===== src/rtl/hs32_mem_arbiter_if.sv =====
// Bus bundle for hs32_mem_arbiter: fetch port, execute port and the shared memory port.
// "slave" is the arbiter's view; "master" is the view of whatever drives requests and memory.
interface hs32_mem_arbiter_if #(
    parameter int AW = 32,
    parameter int DW = 32
);
    logic          reqf;
    logic [AW-1:0] addrf;
    logic          ackf;
    logic [DW-1:0] dtrf;

    logic          reqe;
    logic [AW-1:0] addre;
    logic          rwe;
    logic [DW-1:0] dtwe;
    logic          acke;
    logic [DW-1:0] dtre;

    logic [AW-1:0] addr;
    logic          rw;
    logic [DW-1:0] dtw;
    logic [DW-1:0] dtr;
    logic          valid;
    logic          ready;

    modport slave (
        input  reqf, addrf, reqe, addre, rwe, dtwe, dtr, ready,
        output ackf, dtrf, acke, dtre, addr, rw, dtw, valid
    );

    modport master (
        output reqf, addrf, reqe, addre, rwe, dtwe, dtr, ready,
        input  ackf, dtrf, acke, dtre, addr, rw, dtw, valid
    );
endinterface


===== src/rtl/hs32_mem_arbiter.sv =====
// Two-requester (fetch/execute) arbiter onto one memory port, one transaction in flight.
// Define HS32_ARB_FAIR_EN for round-robin between simultaneous requests; default is execute priority.
module hs32_mem_arbiter #(
    parameter int AW = 32,
    parameter int DW = 32
) (
    input  logic                  clk,
    input  logic                  reset,
    hs32_mem_arbiter_if.slave     bus
);
    localparam logic [1:0] S_IDLE  = 2'd0;
    localparam logic [1:0] S_BUSYF = 2'd1;
    localparam logic [1:0] S_BUSYE = 2'd2;

    logic [1:0]    state_q, state_d;
    logic          pendf_q, pendf_d;
    logic          pende_q, pende_d;
    logic [AW-1:0] f_addr_q, f_addr_d;
    logic [AW-1:0] e_addr_q, e_addr_d;
    logic          e_rw_q, e_rw_d;
    logic [DW-1:0] e_dtw_q, e_dtw_d;
    logic          valid_q, valid_d;
    logic [AW-1:0] addr_q, addr_d;
    logic          rw_q, rw_d;
    logic [DW-1:0] dtw_q, dtw_d;
    logic          ackf_q, ackf_d;
    logic          acke_q, acke_d;
    logic [DW-1:0] dtrf_q, dtrf_d;
    logic [DW-1:0] dtre_q, dtre_d;
    logic          e_wins;
    logic          grant_e;

`ifdef HS32_ARB_FAIR_EN
    logic          last_e_q, last_e_d;
    assign e_wins = ~last_e_q;
`else
    assign e_wins = 1'b1;
`endif

    // Grant decisions look only at registered pending flags, giving req->valid latency of two cycles.
    assign grant_e = pende_q & (~pendf_q | e_wins);

    always_comb begin
        state_d  = state_q;
        pendf_d  = pendf_q;
        pende_d  = pende_q;
        f_addr_d = f_addr_q;
        e_addr_d = e_addr_q;
        e_rw_d   = e_rw_q;
        e_dtw_d  = e_dtw_q;
        valid_d  = valid_q;
        addr_d   = addr_q;
        rw_d     = rw_q;
        dtw_d    = dtw_q;
        ackf_d   = 1'b0;
        acke_d   = 1'b0;
        dtrf_d   = dtrf_q;
        dtre_d   = dtre_q;
`ifdef HS32_ARB_FAIR_EN
        last_e_d = last_e_q;
`endif

        if (bus.reqf && !pendf_q) begin
            pendf_d  = 1'b1;
            f_addr_d = bus.addrf;
        end
        if (bus.reqe && !pende_q) begin
            pende_d  = 1'b1;
            e_addr_d = bus.addre;
            e_rw_d   = bus.rwe;
            e_dtw_d  = bus.dtwe;
        end

        case (state_q)
            S_IDLE: begin
                if (grant_e) begin
                    state_d  = S_BUSYE;
                    valid_d  = 1'b1;
                    addr_d   = e_addr_q;
                    rw_d     = e_rw_q;
                    dtw_d    = e_dtw_q;
`ifdef HS32_ARB_FAIR_EN
                    last_e_d = 1'b1;
`endif
                end else if (pendf_q) begin
                    state_d  = S_BUSYF;
                    valid_d  = 1'b1;
                    addr_d   = f_addr_q;
                    rw_d     = 1'b0;
                    dtw_d    = '0;
`ifdef HS32_ARB_FAIR_EN
                    last_e_d = 1'b0;
`endif
                end
            end
            S_BUSYF: begin
                if (bus.ready) begin
                    state_d = S_IDLE;
                    valid_d = 1'b0;
                    addr_d  = '0;
                    rw_d    = 1'b0;
                    dtw_d   = '0;
                    pendf_d = 1'b0;
                    ackf_d  = 1'b1;
                    dtrf_d  = bus.dtr;
                end
            end
            S_BUSYE: begin
                if (bus.ready) begin
                    state_d = S_IDLE;
                    valid_d = 1'b0;
                    addr_d  = '0;
                    rw_d    = 1'b0;
                    dtw_d   = '0;
                    pende_d = 1'b0;
                    acke_d  = 1'b1;
                    dtre_d  = bus.dtr;
                end
            end
            default: begin
                state_d = S_IDLE;
                valid_d = 1'b0;
                addr_d  = '0;
                rw_d    = 1'b0;
                dtw_d   = '0;
            end
        endcase
    end

    always_ff @(posedge clk or negedge reset) begin
        if (!reset) begin
            state_q  <= S_IDLE;
            pendf_q  <= 1'b0;
            pende_q  <= 1'b0;
            f_addr_q <= '0;
            e_addr_q <= '0;
            e_rw_q   <= 1'b0;
            e_dtw_q  <= '0;
            valid_q  <= 1'b0;
            addr_q   <= '0;
            rw_q     <= 1'b0;
            dtw_q    <= '0;
            ackf_q   <= 1'b0;
            acke_q   <= 1'b0;
            dtrf_q   <= '0;
            dtre_q   <= '0;
`ifdef HS32_ARB_FAIR_EN
            last_e_q <= 1'b0;
`endif
        end else begin
            state_q  <= state_d;
            pendf_q  <= pendf_d;
            pende_q  <= pende_d;
            f_addr_q <= f_addr_d;
            e_addr_q <= e_addr_d;
            e_rw_q   <= e_rw_d;
            e_dtw_q  <= e_dtw_d;
            valid_q  <= valid_d;
            addr_q   <= addr_d;
            rw_q     <= rw_d;
            dtw_q    <= dtw_d;
            ackf_q   <= ackf_d;
            acke_q   <= acke_d;
            dtrf_q   <= dtrf_d;
            dtre_q   <= dtre_d;
`ifdef HS32_ARB_FAIR_EN
            last_e_q <= last_e_d;
`endif
        end
    end

    assign bus.valid = valid_q;
    assign bus.addr  = addr_q;
    assign bus.rw    = rw_q;
    assign bus.dtw   = dtw_q;
    assign bus.ackf  = ackf_q;
    assign bus.acke  = acke_q;
    assign bus.dtrf  = dtrf_q;
    assign bus.dtre  = dtre_q;
endmodule


===== src/flat_wrapper.sv =====
// flat-port wrapper written by rule: the top's interface ports become plain ports
module hs32_mem_arbiter_flat 
#(
    parameter int AW = 32,
    parameter int DW = 32
)
  (clk, reset, bus_reqf, bus_addrf, bus_reqe, bus_addre, bus_rwe, bus_dtwe, bus_dtr, bus_ready, bus_ackf, bus_dtrf, bus_acke, bus_dtre, bus_addr, bus_rw, bus_dtw, bus_valid);
  hs32_mem_arbiter_if #(.AW(AW), .DW(DW)) bus_i ();
  input  logic clk;
  input  logic reset;
  input wire logic [$bits(bus_i.reqf)-1:0] bus_reqf;
  input wire logic [$bits(bus_i.addrf)-1:0] bus_addrf;
  input wire logic [$bits(bus_i.reqe)-1:0] bus_reqe;
  input wire logic [$bits(bus_i.addre)-1:0] bus_addre;
  input wire logic [$bits(bus_i.rwe)-1:0] bus_rwe;
  input wire logic [$bits(bus_i.dtwe)-1:0] bus_dtwe;
  input wire logic [$bits(bus_i.dtr)-1:0] bus_dtr;
  input wire logic [$bits(bus_i.ready)-1:0] bus_ready;
  output wire logic [$bits(bus_i.ackf)-1:0] bus_ackf;
  output wire logic [$bits(bus_i.dtrf)-1:0] bus_dtrf;
  output wire logic [$bits(bus_i.acke)-1:0] bus_acke;
  output wire logic [$bits(bus_i.dtre)-1:0] bus_dtre;
  output wire logic [$bits(bus_i.addr)-1:0] bus_addr;
  output wire logic [$bits(bus_i.rw)-1:0] bus_rw;
  output wire logic [$bits(bus_i.dtw)-1:0] bus_dtw;
  output wire logic [$bits(bus_i.valid)-1:0] bus_valid;
  assign bus_i.reqf = bus_reqf;
  assign bus_i.addrf = bus_addrf;
  assign bus_i.reqe = bus_reqe;
  assign bus_i.addre = bus_addre;
  assign bus_i.rwe = bus_rwe;
  assign bus_i.dtwe = bus_dtwe;
  assign bus_i.dtr = bus_dtr;
  assign bus_i.ready = bus_ready;
  assign bus_ackf = bus_i.ackf;
  assign bus_dtrf = bus_i.dtrf;
  assign bus_acke = bus_i.acke;
  assign bus_dtre = bus_i.dtre;
  assign bus_addr = bus_i.addr;
  assign bus_rw = bus_i.rw;
  assign bus_dtw = bus_i.dtw;
  assign bus_valid = bus_i.valid;
  hs32_mem_arbiter #(.AW(AW), .DW(DW)) u_core (.clk(clk), .reset(reset), .bus(bus_i));
endmodule

===== config.mk =====
export PLATFORM = sky130hd
export DESIGN_NAME = hs32_mem_arbiter_flat
export DESIGN_NICKNAME = d
export VERILOG_FILES = /design/src/rtl/hs32_mem_arbiter_if.sv /design/src/rtl/hs32_mem_arbiter.sv /design/src/flat_wrapper.sv
export SDC_FILE = /design/constraint.sdc
export NUM_CORES = 1
export LEC_CHECK = 0
export BUFFER_PORTS_ARGS = -buffer_cell sky130_fd_sc_hd__buf_4
export CAP_MARGIN = 20
export CORE_MARGIN = 5
export CORE_UTILIZATION = 52
export CTS_CLUSTER_SIZE = 8
export DETAILED_ROUTE_END_ITERATION = 10
export PLACE_DENSITY_LB_ADDON = 0.25
export SLEW_MARGIN = 40
export SYNTH_ARGS = -nofsm -noshare
export SYNTH_HDL_FRONTEND = slang
export SYNTH_SLANG_ARGS = --single-unit

===== constraint.sdc =====
create_clock -name clk -period 2 [get_ports clk]
set_input_delay 0.1 -clock clk [delete_from_list [all_inputs] [get_ports clk]]
set_output_delay 0.1 -clock clk [all_outputs]
set_load 0.03 [all_outputs]

; Yosys cells after proc, flatten, opt, wreduce, memory -nomap -nowiden
; Cells that the tools add are included.
[word_totals]
elab_cells = 55
register_bits = 233
in_bits = 134
output_inout_bits = 132
[op_classes]
eq_ne = 4
n_reduce_logical = 9
mux = 27
[ops]
columns = operator, n
row1 = 32-bit two-way mux, 5
row2 = 32-bit one-hot mux with 2 select lines, 2
row3 = 1-bit two-way mux, 14
row4 = 2-bit two-way mux, 3
row5 = 2-bit AND reduction, 3
row6 = 1-bit one-hot mux with 2 select lines, 2
row7 = 2-bit one-hot mux with 2 select lines, 1
row8 = 3-bit by 1-bit inequality test with 1-bit output (second input constant), 1
row9 = 2-bit by 1-bit equality test with 1-bit output (second input constant), 1
row10 = 2-bit equality test (second input constant), 1
row11 = 1-bit logical AND, 2
row12 = 1-bit zero test, 2
row13 = 2-bit zero test, 1
row14 = 2-bit by 1-bit inequality test with 1-bit output (second input constant), 1
row15 = 2-bit OR reduction, 1

; Logic depth before layout (Yosys ltp)
[logic_depth]
ltp_word = 5
mapped_depth = 7

; Least setup slack after synthesis
; Ideal clock, no wire load.
[synth_timing]
path_type = register to register
start = register u_core.state_q[0]
end = register u_core.addr_q[27], in the netlist u_core.bus.addr[27]
period_less_slack_ns = 1.573
required_time_ns = 1.875
t_arrival_ns = 1.448
path_buffers = 1
slack_ns = 0.427
path_stages_with_launch = 7
cell_sequence = dfrtp_1 > inv_1 > ha_1 > nand2b_4 > o21a_4 > buf_4 > mux2_4
[synth_via]
elab_chain_len = 4
word_cells_on_any_way = 8
classes_between = 4 x eq/ne / 1 x mux / 3 x reduce/logical
[synth_rtl]
columns = item, line_no
row1 = start: declaration, hs32_mem_arbiter.sv:15  ; logic [1:0] state_q, state_d;
row2 = start signal: assignment, hs32_mem_arbiter.sv:151  ; state_q <= state_d;
row3 = 2-bit by 1-bit equality test with 1-bit output / 2-bit equality test (equally long branches), hs32_mem_arbiter.sv:74  ; case (state_q)
row4 = 2-bit OR reduction (no line), --
row5 = 2-bit by 1-bit inequality test with 1-bit output (no line), --
row6 = 2-bit AND reduction (no line), --
row7 = end signal: assignment, hs32_mem_arbiter.sv:159  ; addr_q <= addr_d;
row8 = end: declaration, hs32_mem_arbiter.sv:23  ; logic [AW-1:0] addr_q, addr_d;
; Several ways; a longest one is shown, not always the timed one.
; A chain may end at the register's enable or synchronous reset.

; Worst setup path after layout
[layout_timing]
start = register u_core.state_q[0]
end = register u_core.addr_q[13], in the netlist u_core.bus.addr[13]
; The elaborated chain is that of the path after synthesis.

==> results_dict.tcl <==
set metrics [dict create \
    ys_seq_area_frac 0.6136 \
    cts_buffers 35 \
    clkLatencyLatePin_ns 0.50 \
    tightest_slew_ns 0.4719 \
    path_delay_family "flip-flops" \
    port_buffers 265 \
    combPwrFrac 0.436 \
    ff2ff_setup_slack_ns 0.11 \
    start_util 0.5289 \
    grt_usage 0.2570 \
    grt_pass1_vias 8025 \
    ys_ff_latch 233 \
    htreeDepth 2 \
    slew_violations 0 \
    core_area_um2 17960 \
    r2r-end "u_core.bus.addr[13]" \
    final_cell_area_um2 14050 \
    antenna_left 0 \
    critical_path.cell_chain "inv_1, ha_2, nand2b_1, o21a_4, buf_12, mux2_4" \
    tns_ns 0 \
    required_ns 2.37 \
    synth_top_area_share 0.6136 \
    synth_compound_area_frac 0.02449 \
    cts.clk_slew.worst_paths_ns 0.05 \
    startpoint_type "flip-flop" \
    cp.depth 6 \
    endpoint "u_core.bus.addr[13]" \
    syn_area_um2 9502 \
    synth-simple-area-share 0.04464 \
    root_buffer "clkbuf_16" \
    vdd_ir_drop_max_uv 1220 \
    p_sw_frac 0.3679 \
    layout_min_cycle_time_ns 1.888 \
    cp_num_buf_inv 2 \
    cp-end-kind "flip-flop" \
    routed_via_density 5.334 \
    skew_ns 0.01598 \
    synth.most_common_cell "dfrtp_1" \
    grt_pass1_wl_um 43980 \
    path_max_fanout 18 \
    gp_congestion 0.7825 \
    setup_viol 0 \
    powerDensity_nw_per_um2 1686 \
    hold_viol 0 \
    slowest_delay_ns 0.40 \
    synth_top_area_cell "dfrtp_1" \
    die_area_um2 21080 \
    status "complete, no violations" \
    ys_top_cells_by_area "dfrtp_1 (61%), mux2_2 (19%), mux2_4 (5.1%)" \
    cts_resized 0 \
    place.detailed.hpwl_um 16810 \
    p_leak_nw 6.795 \
    fillers 1026 \
    grt-ovfl-total 0 \
    die_y_um 145.2 \
    worst_hold_path_type "in2reg" \
    internal_power_mw 14.97 \
    place_area_um2 11810 \
    arrival_ns 2.25 \
    ys_warn_count 0 \
    wl_per_cell_um 21.08 \
    via_count 6859 \
    pwr-share-seq 0.350 \
    drv_cap 0 \
    grt_max_degree 60 \
    ioPinCount 266 \
    clock-sinks 233 \
    die_w_um 145.2 \
    crit_slowest_cell "dfrtp_1" \
    placementRows 49 \
    synthTopCellsByCount "dfrtp_1 (233), mux2_2 (160), nor2b_1 (34), mux2_4 (32), mux2i_1 (32)" \
    synth_cells 639 \
    clock_power_share 0.214 \
    drc_errors 0 \
    synth_edf_count 0 \
    nets 1189 \
    slew_headroom 0.6854 \
    wirelength_um 27110 \
    synthAdderAreaFrac 0.003950 \
    syn_avg_cell_area_um2 14.87 \
    tritoncts "built" \
    rsz0062_at_grt "no" \
    post-route-period-util 0.9439 \
    cts_buffer_depth 3 \
    syn-num-nets 776 \
    layout-drive-gt1-share 0.4943 \
    synth_xor_area_frac 0 \
    fmax_mhz 529.7 \
    drt-initial-drc-count 312 \
    ys.flop_type "dfrtp_1" \
    synth.area.mux_share 0.2763 \
    crit_start "u_core.state_q[0]" \
    crit_type "reg2reg" \
    reg2reg_depth 6 \
    async_flop_share 1.000 \
    syn_to_final_growth_pct 47.87 \
    synth_top_family_by_area "multiplexers" \
    dr.pass1.iters 4 \
    rr_startpoint "u_core.state_q[0]" \
    yosys.cell_types.count 26 \
    switching_power_mw 8.715 \
    antenna_found_initial 1 \
]
==> placed cells by master, fill, tap and decap left out, types with 7 or more instances in the layout <==
cell	n
inv_1	30
mux2i_1	32
a22o_1	7
o21ai_1	20
buf_4	275
nor2b_1	32
dfrtp_1	232
mux2_2	160
nand4_1	26
clkbuf_16	35
mux2_4	32
buf_12	8
dlygate4sd3_1	132
==> final cells by class <==
type | count | area, um^2 | area share
well taps | 229 | 286.5 | 0.02039
repair buffers | 416 | 3561 | 0.2535
clock inverters | 4 | 35.03 | 0.002494
clock buffers | 37 | 883.3 | 0.06287
multi-input cells | 336 | 3337 | 0.2375
flip-flops and latches | 233 | 5832 | 0.4151
diodes | 1 | 2.502 | 0.0001781
inverters | 30 | 112.6 | 0.008015
==> per-layer routing <==
layer  global-route usage  part of all wire  up-vias
met2               0.4347              0.50      284
met3              0.07452             0.072       68
met1               0.3139              0.39     3460
met4              0.09608             0.032        0
met5                    0                 0        -
li1                     -                 -     3047
==> worst reg2reg max path: stages (launching register included) <==
cell and delay (ns):
dfrtp_1 0.40, inv_1 0.10, ha_2 0.28, nand2b_1 0.18, o21a_4 0.28, buf_12 0.21
mux2_4 0.32
==> timing repair <==
item | in CTS | in global routing
hold endpoints to repair | 333 | 0
hold buffers | 132 | 0
buffers inserted | 0 | 0
==> metrics by stage <==
step                cells    util  total power, mW  hold WS [ns]  setup WS (ns)
finish               1286  0.7821            23.69       0.04554         0.1122
global route         1286  0.7821            24.88       0.06710        0.02076
CTS                  1285  0.7820            23.72       0.02032        0.09816
detailed placement   1112  0.6573            18.29       0.05130         0.1175
global placement     1112  0.6573            17.84       0.04350         0.1906
floorplan             639       -            14.74       -0.1956         0.4272
==> sequential cells by signal (all words and copies together), names as in the netlist <==
name	count
u_core.grant_e	1
u_core.bus.acke	1
u_core.bus.dtrf	32
u_core.bus.ackf	1
u_core.e_rw_q	1
u_core.e_dtw_q	32
u_core.e_addr_q	32
u_core.f_addr_q	32
u_core.bus.valid	1
u_core.bus.dtw	32
u_core.bus.dtre	32
u_core.pendf_q	1
u_core.bus.rw	1
u_core.state_q	2
u_core.bus.addr	32
==> worst min-delay path by stage <==
stage	from	end	cells past startpoint
after detailed placement	reset	u_core.f_addr_q[5]	1
after CTS	bus_ready	u_core.state_q[0]	3
after global placement	reset	u_core.e_addr_q[5]	1
after global routing	bus_ready	u_core.state_q[0]	3
final	bus_ready	u_core.state_q[0]	3
after floorplan	reset	u_core.bus.acke	0
==> cell families after synthesis <==
family          after synthesis
buf+inv                      70
fa+ha+maj                     3
flops                       233
simple gates                 69
compound gates               38
mux                         226
==> power groups by stage <==
stage,registers [mW],logic (mW),clock network [mW]
2_1_floorplan,10.1,4.66,0
3_3_place_gp,8.12,9.72,0
3_5_place_dp,8.25,10.0,0
4_1_cts,8.24,10.3,5.17
5_1_grt,8.53,11.0,5.39
6_report,8.30,10.3,5.06
(Power assumes the default switching activity.)
